--- src/rtl/jesd_loop_pkg.sv ---
`default_nettype none
// ============================================================================
//  Module      : jesd_loop_pkg
//  Description : Shared definitions for the JESD204 loopback test sequencer.
//                Provides the FSM state encodings, the LED bit positions and
//                the default test length and lock depth.
//  Revision    : 1.0 - initial release
// ============================================================================
package jesd_loop_pkg;

    // FSM state encodings
    localparam int                c_ST_W     = 3;
    localparam logic [c_ST_W-1:0] c_ST_IDLE  = 3'd0;
    localparam logic [c_ST_W-1:0] c_ST_ALIGN = 3'd1;
    localparam logic [c_ST_W-1:0] c_ST_RUN   = 3'd2;
    localparam logic [c_ST_W-1:0] c_ST_DONE  = 3'd3;
    localparam logic [c_ST_W-1:0] c_ST_FAIL  = 3'd4;

    // LED bit positions: led = {fail, pass, busy, tx_tready}
    localparam int c_LED_READY = 0;
    localparam int c_LED_BUSY  = 1;
    localparam int c_LED_PASS  = 2;
    localparam int c_LED_FAIL  = 3;

    // Default test sizing
    localparam int c_DEF_TEST_LEN = 1 << 20;
    localparam int c_DEF_LOCK_CNT = 16;

endpackage
`default_nettype wire

--- src/rtl/jesd_trig_sync.sv ---
`default_nettype none
// ============================================================================
//  Module      : jesd_trig_sync
//  Description : STAGES-deep synchroniser for an asynchronous level input
//                followed by a registered rising-edge detector. o_rise is a
//                single-cycle pulse, STAGES+1 clocks after the input rises.
//  Ports       : clk      - destination clock
//                rst_n    - asynchronous active-low reset
//                i_async  - asynchronous level input (switch)
//                o_rise   - one-cycle rising-edge pulse
//  Revision    : 1.0 - initial release
// ============================================================================
module jesd_trig_sync #(
    parameter int STAGES = 2
) (
    input  logic clk,
    input  logic rst_n,
    input  logic i_async,
    output logic o_rise
);

    logic [STAGES-1:0] r_sync;
    logic              r_prev;
    logic              r_rise;

    always_ff @(posedge clk or negedge rst_n) begin
        if (!rst_n) begin
            r_sync <= '0;
            r_prev <= 1'b0;
            r_rise <= 1'b0;
        end else begin
            r_sync[0] <= i_async;
            for (int i = 1; i < STAGES; i++) begin
                r_sync[i] <= r_sync[i-1];
            end
            r_prev <= r_sync[STAGES-1];
            r_rise <= r_sync[STAGES-1] & ~r_prev;
        end
    end

    assign o_rise = r_rise;

endmodule
`default_nettype wire

--- src/rtl/jesd_loop_test_ctrl.sv ---
`default_nettype none
// ============================================================================
//  Module      : jesd_loop_test_ctrl
//  Description : Sequencer/checker for the JESD204 TX->RX loopback. A trigger
//                rising edge starts an incrementing TX pattern; the checker
//                locks onto the looped-back RX words, checks TEST_LEN words
//                and reports pass/fail/error count on LEDs.
//  Ports       : sysclk_0  - system clock (only clock)
//                resetn_0  - asynchronous active-low reset
//                trig_in   - asynchronous trigger level
//                tx_tready - JESD TX ready, one word per cycle while high
//                tx_tdata  - TX pattern word
//                rx_tdata  - looped-back RX word, qualified by rx_tvalid
//                err_cnt   - saturating mismatch count from RUN
//                busy      - ALIGN or RUN in progress
//                pass/fail - test verdict
//                led       - {fail, pass, busy, tx_tready}
//  Revision    : 1.0 - initial release
// ============================================================================
module jesd_loop_test_ctrl
    import jesd_loop_pkg::*;
#(
    parameter int DATA_W        = 32,
    parameter int TEST_LEN      = c_DEF_TEST_LEN,
    parameter int LOCK_CNT      = c_DEF_LOCK_CNT,
    parameter int ALIGN_TIMEOUT = 4096,
    parameter int ERR_W         = 16,
    parameter int SYNC_STAGES   = 2
) (
    input  logic              sysclk_0,
    input  logic              resetn_0,
    input  logic              trig_in,
    input  logic              tx_tready,
    output logic [DATA_W-1:0] tx_tdata,
    input  logic [DATA_W-1:0] rx_tdata,
    input  logic              rx_tvalid,
    output logic [ERR_W-1:0]  err_cnt,
    output logic              busy,
    output logic              pass,
    output logic              fail,
    output logic [3:0]        led
);

    localparam int c_WORD_W = $clog2(TEST_LEN + 1);
    localparam int c_TO_W   = $clog2(ALIGN_TIMEOUT + 1);
    localparam int c_LOCK_W = $clog2(LOCK_CNT + 1);

    // Counters fire on the cycle whose increment would reach the limit.
    localparam logic [c_WORD_W-1:0] c_WORD_LAST = c_WORD_W'(TEST_LEN - 1);
    localparam logic [c_TO_W-1:0]   c_TO_LAST   = c_TO_W'(ALIGN_TIMEOUT - 1);
    localparam logic [c_LOCK_W-1:0] c_LOCK_LAST = c_LOCK_W'(LOCK_CNT - 1);
    localparam logic [ERR_W-1:0]    c_ERR_MAX   = '1;

    logic [c_ST_W-1:0]   r_state;
    logic [c_ST_W-1:0]   w_state_nxt;
    logic [DATA_W-1:0]   r_tx_data;
    logic [DATA_W-1:0]   r_last_rx;
    logic [DATA_W-1:0]   r_expected;
    logic [c_LOCK_W-1:0] r_lock_cnt;
    logic [c_TO_W-1:0]   r_to_cnt;
    logic [c_WORD_W-1:0] r_word_cnt;
    logic [ERR_W-1:0]    r_err_cnt;
    logic                r_busy;
    logic                r_pass;
    logic                r_fail;
    logic [3:0]          w_led;

    logic w_trig_rise;
    logic w_start;
    logic w_rx_step;
    logic w_lock_hit;
    logic w_timeout_hit;
    logic w_run_last;
    logic w_enter_align;

    jesd_trig_sync #(
        .STAGES (SYNC_STAGES)
    ) u_trig_sync (
        .clk     (sysclk_0),
        .rst_n   (resetn_0),
        .i_async (trig_in),
        .o_rise  (w_trig_rise)
    );

    // A test may only start while the TX link is accepting data.
    assign w_start       = w_trig_rise & tx_tready;
    assign w_rx_step     = (rx_tdata == r_last_rx + DATA_W'(1));
    assign w_lock_hit    = rx_tvalid && w_rx_step && (r_lock_cnt == c_LOCK_LAST);
    assign w_timeout_hit = (r_to_cnt == c_TO_LAST);
    assign w_run_last    = rx_tvalid && (r_word_cnt == c_WORD_LAST);
    assign w_enter_align = (w_state_nxt == c_ST_ALIGN) && (r_state != c_ST_ALIGN);

    always_ff @(posedge sysclk_0 or negedge resetn_0) begin
        if (!resetn_0) begin
            r_state <= c_ST_IDLE;
        end else begin
            r_state <= w_state_nxt;
        end
    end

    always_comb begin
        w_state_nxt = r_state;
        case (r_state)
            c_ST_IDLE, c_ST_DONE, c_ST_FAIL: begin
                if (w_start) begin
                    w_state_nxt = c_ST_ALIGN;
                end
            end
            c_ST_ALIGN: begin
                if (w_lock_hit) begin
                    w_state_nxt = c_ST_RUN;
                end else if (w_timeout_hit) begin
                    w_state_nxt = c_ST_FAIL;
                end
            end
            c_ST_RUN: begin
                // Completing the final word beats a simultaneous link drop.
                if (w_run_last) begin
                    w_state_nxt = c_ST_DONE;
                end else if (!tx_tready) begin
                    w_state_nxt = c_ST_FAIL;
                end
            end
            default: w_state_nxt = c_ST_IDLE;
        endcase
    end

    always_ff @(posedge sysclk_0 or negedge resetn_0) begin
        if (!resetn_0) begin
            r_tx_data  <= '0;
            r_last_rx  <= '0;
            r_expected <= '0;
            r_lock_cnt <= '0;
            r_to_cnt   <= '0;
            r_word_cnt <= '0;
            r_err_cnt  <= '0;
        end else begin
            // Pattern keeps running across retriggers; only ALIGN/RUN advance it.
            if (((r_state == c_ST_ALIGN) || (r_state == c_ST_RUN)) && tx_tready) begin
                r_tx_data <= r_tx_data + DATA_W'(1);
            end

            if (w_enter_align) begin
                r_lock_cnt <= '0;
                r_to_cnt   <= '0;
                r_word_cnt <= '0;
                r_err_cnt  <= '0;
            end else begin
                case (r_state)
                    c_ST_ALIGN: begin
                        r_to_cnt <= r_to_cnt + c_TO_W'(1);
                        if (rx_tvalid) begin
                            r_last_rx  <= rx_tdata;
                            // Only meaningful on the locking word, harmless otherwise.
                            r_expected <= rx_tdata + DATA_W'(1);
                            r_lock_cnt <= w_rx_step ? r_lock_cnt + c_LOCK_W'(1) : '0;
                        end
                    end
                    c_ST_RUN: begin
                        if (rx_tvalid) begin
                            if ((rx_tdata != r_expected) && (r_err_cnt != c_ERR_MAX)) begin
                                r_err_cnt <= r_err_cnt + ERR_W'(1);
                            end
                            // No resync: a bad word does not shift the expectation.
                            r_expected <= r_expected + DATA_W'(1);
                            r_word_cnt <= r_word_cnt + c_WORD_W'(1);
                        end
                    end
                    default: ;
                endcase
            end
        end
    end

    // Status flags are decoded from the current state, so they follow a
    // transition by one cycle.
    always_ff @(posedge sysclk_0 or negedge resetn_0) begin
        if (!resetn_0) begin
            r_busy <= 1'b0;
            r_pass <= 1'b0;
            r_fail <= 1'b0;
        end else begin
            r_busy <= (r_state == c_ST_ALIGN) || (r_state == c_ST_RUN);
            r_pass <= (r_state == c_ST_DONE) && (r_err_cnt == '0);
            r_fail <= (r_state == c_ST_FAIL) || ((r_state == c_ST_DONE) && (r_err_cnt != '0));
        end
    end

    always_comb begin
        w_led              = '0;
        w_led[c_LED_READY] = tx_tready;
        w_led[c_LED_BUSY]  = r_busy;
        w_led[c_LED_PASS]  = r_pass;
        w_led[c_LED_FAIL]  = r_fail;
    end

    assign tx_tdata = r_tx_data;
    assign err_cnt  = r_err_cnt;
    assign busy     = r_busy;
    assign pass     = r_pass;
    assign fail     = r_fail;
    assign led      = w_led;

endmodule
`default_nettype wire
--- config.mk ---
export PLATFORM = sky130hd
export DESIGN_NAME = jesd_loop_test_ctrl
export DESIGN_NICKNAME = d
export VERILOG_FILES = /design/src/rtl/jesd_loop_pkg.sv /design/src/rtl/jesd_trig_sync.sv /design/src/rtl/jesd_loop_test_ctrl.sv
export SDC_FILE = /design/constraint.sdc
export NUM_CORES = 1
export LEC_CHECK = 0
export BUFFER_PORTS_ARGS = -buffer_cell sky130_fd_sc_hd__buf_2
export CAP_MARGIN = 20
export CORE_MARGIN = 1.5
export CORE_UTILIZATION = 37
export DETAILED_ROUTE_END_ITERATION = 10
export SLEW_MARGIN = 20
export SYNTH_ARGS = -nofsm -noshare
export SYNTH_HDL_FRONTEND = slang
export SYNTH_SLANG_ARGS = --single-unit
--- constraint.sdc ---
create_clock -name sysclk_0 -period 2.7 [get_ports sysclk_0]
set_input_delay 0.81 -clock sysclk_0 [delete_from_list [all_inputs] [get_ports sysclk_0]]
set_output_delay 0.81 -clock sysclk_0 [all_outputs]
set_load 0.1 [all_outputs]
After elaboration in Yosys (flattened, before gate mapping)
Index checks and enable logic that the tools add are counted.
- register bits: 161
- latch bits: 0
- memory bits (writable): 0
- bits in read-only memories: 0
- bits of input ports: 37
- output and inout port bits: 55
- logic and storage cells: 86
- memories: 0
- add/subtract/negate cells: 8
- multipliers: 0
- divide/modulo/power cells: 0
- magnitude comparators: 0
- equality and inequality tests: 14
- shift operators: 0
- muxes and demuxes: 22
- bitwise operators: 4
- reduce and logical (&&, ||, !) cells: 24
- operators with widths (cell ; number):
    32-bit by 1-bit adder with 32-bit output, second input constant ; 4
    16-bit two-way mux ; 4
    32-bit two-way mux ; 2
    32-bit one-hot mux with 2 select lines ; 1
    21-bit two-way mux ; 3
    32-bit equality test ; 1
    32-bit != test ; 1
    13-bit two-way mux ; 2
    21-bit by 1-bit adder with 21-bit output, second input constant ; 1
    21-bit by 20-bit equality test with 1-bit output, second input constant ; 1
    5-bit two-way mux ; 4
    16-bit by 1-bit adder with 16-bit output, second input constant ; 1
    16-bit zero test ; 1
    16-bit != test, second input constant ; 1
    16-bit nonzero test ; 1
    3-bit two-way mux ; 5
    13-bit by 1-bit adder with 13-bit output, second input constant ; 1
    13-bit by 12-bit equality test with 1-bit output, second input constant ; 1
    2-bit nonzero test ; 5
    3-bit one-hot mux with 3 select lines ; 1
    1-bit logical AND ; 8
    3-bit by 1-bit equality test with 1-bit output, second input constant ; 2
    3-bit by 2-bit equality test with 1-bit output, second input constant ; 2
    3-bit AND reduction ; 2
    12 further kinds ; 17

Logic depth before layout (Yosys ltp)
- depth in word-level cells: 10
- mapped depth: 13
- depth with buffers taken out: 10

Modules after synthesis
A second synthesis with hierarchy kept.
- cells, all modules: 1187
- area total of the unflattened synthesis: 10110.9 um^2
- by module, submodules not included (module ; times used ; cells each ; area an instance (um^2) ; seq. area each (um^2)):
    jesd_loop_test_ctrl ; 1 ; 1182 ; 9997.1 ; 3928.8
    jesd_trig_sync ; 1 ; 5 ; 113.9 ; 100.1

Least setup slack after synthesis
No wires, ideal clock.
- kind: reg-to-reg
- start: register r_err_cnt[7], in the netlist err_cnt[7]
- end: register r_err_cnt[10], in the netlist err_cnt[10]
- library setup time: 0.080 ns
- data arrival time: 2.878 ns
- required time: 2.620 ns
- setup slack: -0.258 ns
- stages on the path, launching flop included: 11
- path buffers: 2
- clock period less this slack: 2.958 ns
- cell sequence: dfrtp_1 clkbuf_1 nand4_1 or4_1 nor2_1 nor2_1 nand2_1 clkbuf_1 nor4_1 nand4_1 mux2i_1
- word-level cells in the longest chain between the ends: 5
- elaborated cells between the ends (all ways): 9
- classes of those cells: 1 x add/sub; 1 x eq/ne; 4 x mux; 3 x reduce/logical
- RTL lines (what ; line ; text):
    from (decl) ; jesd_loop_test_ctrl.sv:62 ; logic [ERR_W-1:0] r_err_cnt;
    from (signal assigned) ; jesd_loop_test_ctrl.sv:162 ; r_err_cnt <= r_err_cnt + ERR_W'(1);
    16-bit by 1-bit adder with 16-bit output ; jesd_loop_test_ctrl.sv:162 ;
    16-bit two-way mux ; jesd_loop_test_ctrl.sv:161 ; if ((rx_tdata != r_expected) && (r_err_cnt != c_ERR_MAX)) begin
    16-bit two-way mux ; jesd_loop_test_ctrl.sv:160 ; if (rx_tvalid) begin
    16-bit two-way mux ; jesd_loop_test_ctrl.sv:149 ; case (r_state)
    16-bit two-way mux ; jesd_loop_test_ctrl.sv:143 ; if (w_enter_align) begin
Parallel ways exist; a longest one is shown, timed or not. The select of a mux whose other input is x is not followed.
A chain may end at the register's enable or synchronous reset.

Worst setup path in the final report
- start: register r_state[0]
- end: register r_expected[31]
- word-level cells in the longest chain between the ends: 7
- elaborated cells between the ends (all ways): 21
- classes of those cells: 8 x eq/ne; 7 x mux; 1 x bitwise; 5 x reduce/logical
- RTL lines (what ; line ; text):
    from (decl) ; jesd_loop_test_ctrl.sv:54 ; logic [c_ST_W-1:0] r_state;
    from (signal assigned) ; jesd_loop_test_ctrl.sv:95 ; r_state <= c_ST_IDLE;
    from (signal assigned) ; jesd_loop_test_ctrl.sv:97 ; r_state <= w_state_nxt;
    3-bit by 2-bit equality test with 1-bit output, or another cell as far along ; jesd_loop_test_ctrl.sv:103 ; case (r_state)
    3-bit OR reduction, or another cell as far along ; jesd_loop_test_ctrl.sv:103 ;
    3-bit one-hot mux with 3 select lines ; jesd_loop_test_ctrl.sv:103 ;
    3-bit by 1-bit equality test with 1-bit output ; jesd_loop_test_ctrl.sv:91 ; assign w_enter_align = (w_state_nxt == c_ST_ALIGN) && (r_state != c_ST_ALIGN);
    1-bit logical AND ; jesd_loop_test_ctrl.sv:91 ;
    1-bit NOT (no source line) ; n/a ;
    4-bit AND reduction (no source line) ; n/a ;
    to (signal assigned) ; jesd_loop_test_ctrl.sv:155 ; r_expected <= rx_tdata + DATA_W'(1);
    to (signal assigned) ; jesd_loop_test_ctrl.sv:165 ; r_expected <= r_expected + DATA_W'(1);
    to (decl) ; jesd_loop_test_ctrl.sv:58 ; logic [DATA_W-1:0] r_expected;
Parallel ways exist; a longest one is shown, timed or not.

==> flow_metrics.py <==
metrics = {
    "cells_and_area": {
        "layout-drive-gt1-share_pct": 27.06,
        "post-route-util_pct": 48.35,
        "post-route-cell-area_um2": 13070,
        "antennaDiodeCount": 0,
        "seqCellArea_um2": 4056,
        "multi_input_area_um2": 6111,
        "nFillCells": 2595,
        "synthToLayoutAreaGrowth_pct": 28.16,
        "layout.nets": 1464,
    },
    "pwr": {
        "irDropWorstVdd_mv": 0.4260,
        "leakagePower_nw": 5.944,
        "fin_total_pwr_mw": 7.909,
        "p_per_area_nw_per_um2": 605.2,
    },
    "routing": {
        "drt_iter0_drc": 854,
        "totalWireLength_um": 29970,
        "drc": 0,
        "vias": 9765,
        "first_pass_iters": 5,
        "via_per_inst": 5.514,
        "wl_per_cell_um": 16.92,
        "ant_nets": 0,
    },
    "timing": {
        "layout_worst_path_cycle_share_pct": 104.6,
        "final.setup_skew_ps": 17.33,
        "worst_slack_ps": -124.8,
        "fin_setup_tns_ps": -820.9,
        "worstMarginPinSlew_ps": 511.7,
        "relSlewSlack_pct": 65.73,
        "setup_viol": 15,
        "min_period_ps": 2825,
        "hold_viol_final": 0,
        "drv_slew": 0,
        "fmax_ghz": 0.3540,
        "grt_setup_unrepaired": "true",
    },
    "critical_path": {
        "start_kind": "flop",
        "reg2reg_from": "r_state[0]$_DFF_PN0_",
        "crit_type": "flop to flop",
        "rr_endpoint": "r_expected[31]$_DFFE_PN0P_",
        "reg2reg_setup_slack_ps": -120,
        "crit_fanout": 6,
        "cp_data_arrival_time_ps": 3200,
        "cp_data_required_time_ps": 3070,
        "reg2reg_depth": 9,
        "setup.worst_path.end_class": "flop",
    },
    "logic_synthesis": {
        "synth.distinct_cells": 79,
        "synthArstFlopShare_pct": 100.0,
        "yosys.area.top_type_share_pct": 39.51,
        "synth_edf_count": 0,
        "synth_area_per_cell_um2": 8.357,
        "synth.most_common_cell": "nand2_1",
        "ys_ff_latch": 161,
        "synth_area_leaders": "dfrtp_1 (40%), nand2_1 (7.9%), xnor2_1 (7.5%)",
        "ys_seq_area_share_pct": 39.51,
        "synth_common_cells": "nand2_1 (215), dfrtp_1 (161), nor2_1 (101)",
        "synth_nets": 1266,
        "yosysWarnings": 0,
        "synthFlopType": "dfrtp_1",
        "yosysTopAreaCell": "dfrtp_1",
        "netlist_instances": 1220,
        "syn-cell-area_um2": 10200,
    },
    "global_routing": {
        "grt_pass1_wl_um": 48070,
        "antenna_found_initial": 1,
        "grt_max_degree": 55,
        "grt_use_met3_pct": 3.367,
        "grt.busiest_layer": "met2",
        "gr-usage-met2_pct": 34.66,
        "grt.total_usage_pct": 20.99,
        "grt_overflow_total": 0,
        "grt_use_met1_pct": 27.97,
        "grt_pass1_vias": 9321,
    },
    "placed_design": {
        "gp_congestion": 0.9053,
        "dp_hpwl_um": 21400,
        "dp_slack_ps": -260.7,
        "postPlaceCellArea_um2": 12000,
        "io_buffers": 91,
    },
    "floorplanning": {
        "fp-row-count": 60,
        "initial_core_util_pct": 37.73,
        "die_w_um": 169,
        "boundaryPins": 92,
        "die_y_um": 169,
        "dieArea_um2": 28560,
        "coreArea_um2": 27030,
    },
    "worst_hold_path": {
        "min_path_type": "primary input to async pin",
    },
    "cts": {
        "tritoncts": "built",
        "clk-insertion-delay-late_ps": 440,
        "h-tree-depth": 4,
        "numCtsBuffers": 17,
        "root_buffer": "clkbuf_16",
        "clk_pin_slew_ps": 80,
        "cts.sink_count": 161,
        "cts_buffer_depth": 2,
    },
    "job": {
        "cap_violations": 0,
    },
    "run_status": {
        "violations": "setup timing",
        "outcome": "finished with violations",
    },
}
power breakdown:
part | switching, mW | internal [mW] | total (mW) | leakage [nW]
Combinational | 1.39 | 0.840 | 2.23 | 3.61
Clock | 1.14 | 1.40 | 2.54 | 0.287
Sequential | 0.416 | 2.73 | 3.14 | 2.05
Total | 2.95 | 4.96 | 7.91 | 5.94
layer usage:
metal  vias to the layer above  wire (um)  share of wire (%)
met5                         -         13              0.043
met4                         2        773                2.6
met3                        56       1513                5.0
met2                       277      14160                 47
met1                      4739      13510                 45
li1                       4691          -                  -
layout by cell type (no fill, tap or decap), types with 46 or more instances in the layout:
master	count
nand2_1	212
o21ai_0	51
a21oi_1	54
xnor2_1	87
nand3_1	70
nor2_1	97
buf_2	91
xor2_1	46
buf_4	149
dfrtp_1	139
flip-flops by register name, indices dropped and copies added, names as in the netlist, 2 cells and up:
name	count
err_cnt	16
r_expected	32
r_last_rx	32
r_lock_cnt	5
r_state	3
r_to_cnt	13
r_word_cnt	21
tx_tdata	32
u_trig_sync.r_sync	2
stage by stage:
step           hold slack [ps]  std cells
2_1_floorplan            331.2       1220
3_5_place_dp             340.2       1719
5_1_grt                  307.9       1771
3_3_place_gp             332.6       1719
4_1_cts                  288.5       1757
6_report                 282.1       1771
logic make-up (layout without fill, tap and decap cells):
family / after synthesis / in the layout / share of synthesized area [%]
and+or+nand+nor: 571 / 571 / 27.25
AOI/OAI and AO/OA: 218 / 218 / 13.92
DFF: 161 / 161 / 39.51
xor gates and xnor gates: 133 / 133 / 11.42
buffers and inverters: 100 / 310 / 3.976
muxes: 28 / 28 / 2.810
adders and majority gates: 9 / 9 / 1.104
final cells by class:
type | count | share of cell area (%)
multi-input cells | 959 | 46.76
flip-flops and latches | 161 | 31.04
repair buffers | 256 | 13.69
clock buffers | 18 | 3.284
well taps | 341 | 3.265
clock inverters | 13 | 1.293
inverters | 23 | 0.6607
timing repair:
action | CTS | global route
buffers inserted | 7 | 13
gates cloned | 0 | 1
endpoints found under the hold margin | 0 | 0
resized for setup | 10 | 63
pin swaps | 4 | 15
hold buffers | 0 | 0
setup endpoints to repair | 27 | 43
critical path: stages, from the launching register on:
cell	delay (ps)
dfrtp_1	380
or3b_4	490
mux2i_4	230
or4_4	580
nor3_4	210
nor3b_4	270
buf_4	160
nand3_1	110
a21oi_2	180
o211a_1	150
worst max path at each step:
stage	startpoint	to	slack (ps)	cells after the start
after floorplan	r_state[2]$_DFF_PN0_	r_expected[29]$_DFFE_PN0P_	-80	9
after global routing	r_state[0]$_DFF_PN0_	r_expected[28]$_DFFE_PN0P_	-210	10
final	r_state[0]$_DFF_PN0_	r_expected[31]$_DFFE_PN0P_	-120	9
after detailed placement	r_state[0]$_DFF_PN0_	r_expected[13]$_DFFE_PN0P_	-260	8
after CTS	r_state[0]$_DFF_PN0_	r_expected[11]$_DFFE_PN0P_	-100	8
after global placement	r_state[0]$_DFF_PN0_	r_expected[29]$_DFFE_PN0P_	-200	8
Note: power is estimated with default switching activity, not from simulation.
